<file path="src/rtl/rv32_pkg.sv">
// Shared RV32I definitions for the MEM-stage load/store engine.
package rv32_pkg;

    // funct3 encodings for loads and stores
    localparam logic [2:0] F3_B  = 3'b000;
    localparam logic [2:0] F3_H  = 3'b001;
    localparam logic [2:0] F3_W  = 3'b010;
    localparam logic [2:0] F3_BU = 3'b100;
    localparam logic [2:0] F3_HU = 3'b101;

    // addi x0, x0, 0
    localparam logic [31:0] NOP_INSTR = 32'h0000_0013;

    typedef enum logic [1:0] {
        IDLE,
        REQ,
        DONE
    } mau_state_e;

    // Rejects unknown encodings, unsigned stores and misaligned halfword/word accesses.
    function automatic logic access_bad(input logic is_store, input logic [2:0] f3,
                                        input logic [1:0] lane);
        logic bad;
        bad = 1'b0;
        case (f3)
            F3_B, F3_BU: bad = is_store & f3[2];
            F3_H, F3_HU: bad = lane[0] | (is_store & f3[2]);
            F3_W:        bad = |lane;
            default:     bad = 1'b1;
        endcase
        return bad;
    endfunction

endpackage

</file>
<file path="src/rtl/mem_lane_align.sv">
// Byte-lane steering: store strobes/replicated data and load extraction/extension.
module mem_lane_align
    import rv32_pkg::*;
(
    input  logic [2:0]  i_st_funct3,
    input  logic [1:0]  i_st_lane,
    input  logic [31:0] i_store_data,
    input  logic [2:0]  i_ld_funct3,
    input  logic [1:0]  i_ld_lane,
    input  logic [31:0] i_rdata,
    output logic [3:0]  o_wstrb,
    output logic [31:0] o_wdata,
    output logic [31:0] o_load_data
);

    logic [7:0]  w_byte;
    logic [15:0] w_half;

    // Store side: strobes follow the byte offset, data is replicated across all lanes
    always_comb begin
        o_wstrb = 4'b1111;
        o_wdata = i_store_data;
        case (i_st_funct3[1:0])
            2'b00: begin
                o_wstrb = 4'b0001 << i_st_lane;
                o_wdata = {4{i_store_data[7:0]}};
            end
            2'b01: begin
                o_wstrb = i_st_lane[1] ? 4'b1100 : 4'b0011;
                o_wdata = {2{i_store_data[15:0]}};
            end
            default: begin
                o_wstrb = 4'b1111;
                o_wdata = i_store_data;
            end
        endcase
    end

    // Load side: pick the addressed lane, then sign- or zero-extend
    always_comb begin
        w_byte      = i_rdata[{i_ld_lane, 3'b000} +: 8];
        w_half      = i_ld_lane[1] ? i_rdata[31:16] : i_rdata[15:0];
        o_load_data = i_rdata;
        case (i_ld_funct3)
            F3_B:    o_load_data = {{24{w_byte[7]}}, w_byte};
            F3_BU:   o_load_data = {24'h0, w_byte};
            F3_H:    o_load_data = {{16{w_half[15]}}, w_half};
            F3_HU:   o_load_data = {16'h0, w_half};
            default: o_load_data = i_rdata;
        endcase
    end

endmodule

</file>
<file path="src/rtl/mem_access_unit.sv">
// MEM-stage load/store engine: issues one bus access per instruction, stalls until done.
module mem_access_unit
    import rv32_pkg::*;
#(
    parameter int unsigned TIMEOUT_CYCLES = 255,
    parameter int unsigned CNT_W          = 8
) (
    input  logic        i_clk,
    input  logic        i_rst,
    input  logic        i_mem_read,
    input  logic        i_mem_write,
    input  logic [2:0]  i_funct3,
    input  logic [31:0] i_addr,
    input  logic [31:0] i_store_data,
    input  logic        i_advance,
    input  logic        i_bus_ack,
    input  logic [31:0] i_bus_rdata,
    output logic        o_bus_req,
    output logic        o_bus_we,
    output logic [31:0] o_bus_addr,
    output logic [31:0] o_bus_wdata,
    output logic [3:0]  o_bus_wstrb,
    output logic [31:0] o_load_data,
    output logic        o_mem_stall,
    output logic        o_misalign,
    output logic        o_bus_err
);

    localparam logic [CNT_W-1:0] CNT_LAST = CNT_W'(TIMEOUT_CYCLES - 1);

    mau_state_e r_state;
    mau_state_e w_state_next;

    logic [CNT_W-1:0] r_cnt;
    logic             r_bus_req;
    logic             r_bus_we;
    logic [31:0]      r_bus_addr;
    logic [31:0]      r_bus_wdata;
    logic [3:0]       r_bus_wstrb;
    logic [31:0]      r_load_data;
    logic             r_bus_err;
    logic [2:0]       r_ld_funct3;
    logic [1:0]       r_ld_lane;

    logic        w_access;
    logic        w_is_store;
    logic        w_bad;
    logic        w_issue;
    logic        w_reject;
    logic        w_complete;
    logic        w_timeout;
    logic        w_release;
    logic [3:0]  w_wstrb;
    logic [31:0] w_wdata;
    logic [31:0] w_load_ext;

    // A simultaneous read+write is handled as a store
    assign w_access   = i_mem_read | i_mem_write;
    assign w_is_store = i_mem_write;
    assign w_bad      = access_bad(w_is_store, i_funct3, i_addr[1:0]);

    // Store steering uses the live EX/MEM operands; load steering uses the issue-time lane
    mem_lane_align u_lane_align (
        .i_st_funct3  (i_funct3),
        .i_st_lane    (i_addr[1:0]),
        .i_store_data (i_store_data),
        .i_ld_funct3  (r_ld_funct3),
        .i_ld_lane    (r_ld_lane),
        .i_rdata      (i_bus_rdata),
        .o_wstrb      (w_wstrb),
        .o_wdata      (w_wdata),
        .o_load_data  (w_load_ext)
    );

    // FSM state register
    always_ff @(posedge i_clk or negedge i_rst) begin
        if (!i_rst) begin
            r_state <= IDLE;
        end else begin
            r_state <= w_state_next;
        end
    end

    // Next-state decode and per-state events; ack takes priority over timeout
    always_comb begin
        w_state_next = r_state;
        w_issue      = 1'b0;
        w_reject     = 1'b0;
        w_complete   = 1'b0;
        w_timeout    = 1'b0;
        w_release    = 1'b0;
        case (r_state)
            IDLE: begin
                if (w_access) begin
                    if (w_bad) begin
                        w_reject = 1'b1;
                    end else begin
                        w_issue      = 1'b1;
                        w_state_next = REQ;
                    end
                end
            end
            REQ: begin
                if (i_bus_ack) begin
                    w_complete   = 1'b1;
                    w_state_next = DONE;
                end else if (r_cnt == CNT_LAST) begin
                    w_timeout    = 1'b1;
                    w_state_next = DONE;
                end
            end
            DONE: begin
                if (i_advance) begin
                    w_release    = 1'b1;
                    w_state_next = IDLE;
                end
            end
            default: w_state_next = IDLE;
        endcase
    end

    // Datapath registers: bus request, captured load result, error flag, wait counter
    always_ff @(posedge i_clk or negedge i_rst) begin
        if (!i_rst) begin
            r_cnt       <= '0;
            r_bus_req   <= 1'b0;
            r_bus_we    <= 1'b0;
            r_bus_addr  <= '0;
            r_bus_wdata <= '0;
            r_bus_wstrb <= '0;
            r_load_data <= '0;
            r_bus_err   <= 1'b0;
            r_ld_funct3 <= '0;
            r_ld_lane   <= '0;
        end else begin
            if (w_issue) begin
                r_cnt       <= '0;
                r_bus_req   <= 1'b1;
                r_bus_we    <= w_is_store;
                r_bus_addr  <= {i_addr[31:2], 2'b00};
                r_bus_wdata <= w_is_store ? w_wdata : 32'h0;
                r_bus_wstrb <= w_is_store ? w_wstrb : 4'b0000;
                r_ld_funct3 <= i_funct3;
                r_ld_lane   <= i_addr[1:0];
            end else if (w_reject) begin
                r_load_data <= '0;
            end else if (w_complete) begin
                r_bus_req <= 1'b0;
                if (!r_bus_we) begin
                    r_load_data <= w_load_ext;
                end
            end else if (w_timeout) begin
                r_bus_req   <= 1'b0;
                r_load_data <= '0;
                r_bus_err   <= 1'b1;
            end else if (w_release) begin
                r_bus_err <= 1'b0;
                r_cnt     <= '0;
            end

            if (r_state == REQ && !w_complete && !w_timeout) begin
                r_cnt <= r_cnt + 1'b1;
            end
        end
    end

    assign o_bus_req   = r_bus_req;
    assign o_bus_we    = r_bus_we;
    assign o_bus_addr  = r_bus_addr;
    assign o_bus_wdata = r_bus_wdata;
    assign o_bus_wstrb = r_bus_wstrb;
    assign o_load_data = r_load_data;
    assign o_bus_err   = r_bus_err;

    // Combinational flags are forced low while reset is held, whatever EX/MEM presents
    assign o_mem_stall = i_rst & (w_issue | (r_state == REQ));
    assign o_misalign  = i_rst & w_reject;

endmodule

</file>
<file path="config.mk">
export PLATFORM = sky130hd
export DESIGN_NAME = mem_access_unit
export DESIGN_NICKNAME = d
export VERILOG_FILES = /design/src/rtl/rv32_pkg.sv /design/src/rtl/mem_lane_align.sv /design/src/rtl/mem_access_unit.sv
export SDC_FILE = /design/constraint.sdc
export NUM_CORES = 1
export LEC_CHECK = 0
export ABC_AREA = 0
export CORE_ASPECT_RATIO = 1.25
export CORE_MARGIN = 5
export CORE_UTILIZATION = 49
export DETAILED_ROUTE_END_ITERATION = 10
export MAX_ROUTING_LAYER = met4
export PLACE_DENSITY = 0.89
export SYNTH_ARGS = -nofsm -noshare
export SYNTH_HDL_FRONTEND = slang
export SYNTH_SLANG_ARGS = --single-unit
</file>
<file path="constraint.sdc">
create_clock -name i_clk -period 4.46 [get_ports i_clk]
set_input_delay 0.892 -clock i_clk [delete_from_list [all_inputs] [get_ports i_clk]]
set_output_delay 0.892 -clock i_clk [all_outputs]
set_load 0.1 [all_outputs]
</file>
==> impl_metrics.py <==
metrics = {
    "status": {
        "status": "completed",
    },
    "power_and_ir_drop": {
        "ir_worst_vdd_uv": 762,
        "power_leakage_nw": 3.73,
        "powerDensity_nw_per_um2": 862,
    },
    "worst_setup_path": {
        "cp_max_fo": 6,
        "r2r_cells": 4,
        "endpoint": "o_mem_stall",
        "arrival_ps": 2820,
        "crit_chain": "clkdlybuf4s50_1, or4_1, a211o_4, a21boi_1, buf_12",
        "reg2reg_to": "o_load_data[3]",
        "crit_path_end_kind": "output port",
        "crit_start": "i_addr[0]",
        "crit_family": "buffers and inverters",
        "crit_slowest_cell": "or4_1",
        "reg2reg_slack_ps": 2180,
        "cp.depth": 5,
        "crit_buf_inv": 2,
        "cp.required_ps": 3570,
        "start_kind": "primary input",
        "timing.rr.start": "r_ld_lane[1]",
        "slowest_delay_ps": 570,
        "crit_type": "primary input to output port",
    },
    "layout": {
        "seq_area_sq_um": 2900,
        "multi_input_area_sq_um": 2630,
        "num_antenna_cells": 0,
        "syn2layout_area_growth_pct": 47.8,
        "fin_nets": 832,
        "postLayoutCellArea_sq_um": 8490,
        "n_fill_cell": 787,
        "drive_gt1_share_pct": 14.5,
        "instances_no_fill": 875,
    },
    "die": {
        "start_util_pct": 49.7,
        "fp.dieW_um": 107,
        "rows": 44,
        "core_sq_um": 11600,
        "io-pin-count": 210,
        "dieHeight_um": 131,
        "dieArea_sq_um": 14000,
    },
    "placement": {
        "post-dp-hpwl_um": 12800,
        "place_area_sq_um": 7920,
        "preCtsSetupSlack_ps": 751,
        "io_buffers": 207,
        "post-place-cells": 844,
        "place_congestion": 0.919,
    },
    "global_routing": {
        "grt_max_degree": 112,
        "grt_pass1_vias": 5350,
        "grt_pass1_wl_um": 27700,
        "grt-ovfl-total": 0,
        "antenna_found_initial": 0,
        "grt_util_all_layers_pct": 26.1,
    },
    "clock_network": {
        "htreeDepth": 4,
        "cts_root_buffer": "clkbuf_16",
        "cts_made_buffers": 17,
        "post_cts_resize_count": 0,
        "clkSinkCount": 116,
        "hold_buffers": 0,
        "cts_tree": "yes",
        "postCtsSetupRepairBufs": 0,
        "clock_path_buffers": 2,
        "clk_pin_slew_worst_paths_ps": 50,
        "clk-insertion-delay-late_ps": 400,
    },
    "sta": {
        "period_needed_ps": 3710,
        "rsz0062_at_grt": "no",
        "max_clock_freq_mhz": 270,
        "relSlewSlack_pct": 30.6,
        "period_share_pct": 83.2,
        "worstMarginPinSlew_ps": 1040,
        "fin_ws_ps": 750,
        "hold_violations": 0,
        "final_max_slew_viol_count": 0,
        "finClkSkew_ps": 7.29,
        "whs_ps": 378,
        "tns_ps": 0,
        "setup_viol_count_final": 0,
    },
    "drt": {
        "antenna_left": 0,
        "drt-total-wl_um": 17500,
        "met3_length_um": 1480,
        "top_layer_used": "met4",
        "drt_drc_violations_left": 0,
        "viasPerCell": 5.65,
        "wl_met2_um": 9030,
        "drt-met1-wl_um": 6550,
        "wire_per_inst_um": 20.0,
        "vias": 4941,
        "drt_iter0_drc": 227,
        "first_pass_iters": 4,
    },
    "yosys": {
        "syn_inst": 527,
        "synth_commonest_cells": "116 x dfrtp_1, 80 x nand2_1, 59 x o21ai_0",
        "yosys.cell_types.count": 49,
        "ys_seq_elements": 116,
        "syn_area_per_cell_sq_um": 10.9,
        "yosysSeqAreaShare_pct": 50.5,
        "yosys-top-cells-area": "dfrtp_1 51%, mux2_4 7.8%, nand2_1 5.2%",
        "ys.flop_type": "dfrtp_1",
        "yosys.area.top_type_share_pct": 50.5,
        "synth.most_common_cell": "dfrtp_1",
        "synth_top_area_cell": "dfrtp_1",
        "ys_warn_count": 0,
        "synth_area_sq_um": 5740,
        "ys_async_sr_fraction_pct": 100,
        "synth_enable_flop_cells": 0,
    },
    "run": {
        "drv_cap": 0,
    },
    "hold_path": {
        "hold_class": "primary input to async pin",
    },
}
[through the flow]
step / util (%) / total power (W)
2_1_floorplan: - / 0.00492
3_5_place_dp: 68.5 / 0.00600
5_1_grt: 73.5 / 0.00759
3_3_place_gp: 68.5 / 0.00593
6_report: 73.5 / 0.00732
4_1_cts: 73.5 / 0.00735
[cell usage in the layout, fill, tap and decap left out, types with 4 or more instances in the layout]
master and n:
clkdlybuf4s50_1 204, dfrtp_1 116, nand2_1 80, o21ai_0 59, mux2_4 30, a21oi_1 27, mux2_2 26, a221o_1 19
clkbuf_16 17, nor2_1 12, inv_1 11, mux2i_1 11, nor2b_1 10, buf_4 9, a22o_1 8, nand2b_1 7
o2bb2ai_1 7, clkinvlp_4 7, and3b_1 6, a211o_1 6, or3_1 6, o22ai_1 4
[report_power, final]
group	switching, W	internal (W)	total, W
registers	0.000336	0.00141	0.00175
logic	0.00313	0.00113	0.00426
clock network	0.000484	0.000829	0.00131
total	0.00395	0.00337	0.00732
[per-layer routing]
| metal | vias up | global-route usage (%) |
|---|---|---|
| li1 | 2289 | - |
| met1 | 2393 | 28.7 |
| met2 | 232 | 44.0 |
| met3 | 27 | 8.82 |
| met4 | 0 | 10.5 |
| met5 | - | - |
[kinds of logic (layout without fill, tap and decap cells)]
logic type	Yosys count	count (layout)	share of synthesized area [%]
AOI/OAI and AO/OA	147	147	16.8
xor gates and xnor gates	1	1	0.153
adders and majority gates	2	2	0.436
buffers and inverters	49	258	3.96
DFF	116	116	50.5
muxes	73	73	16.6
other	1	2	0.0653
and+or+nand+nor	138	138	11.4
[area by class of cell]
type,instances,share of cell area (%)
clock buffer,18,5.17
clock inverter,13,1.61
inverter,11,0.486
multi-input combinational,363,31.0
sequential,116,34.2
tap,138,2.03
timing repair buffer,216,25.5
[how the worst min path moves through the flow]
stage | start | endpoint | slack [ps] | cells after the start
finish | i_rst | r_cnt[6] | 380 | 1
global route | i_rst | o_bus_wdata[27] | 380 | 1
CTS | i_rst | o_bus_wdata[15] | 370 | 1
detailed placement | r_cnt[7] | r_cnt[7] | 460 | 1
global placement | r_cnt[7] | r_cnt[7] | 450 | 1
floorplan | r_cnt[7] | r_cnt[7] | 440 | 1
[sequential cells by signal (all words and copies together) (netlist names)]
name and cells:
r_ld_funct3 3, r_ld_lane 2, o_bus_addr 30, o_bus_wdata 32
r_state 2, r_cnt 8, o_bus_err 1, o_load_data 32
o_bus_wstrb 4, o_bus_req 1, o_bus_we 1
No activity file was read; power rests on OpenSTA's default activity.
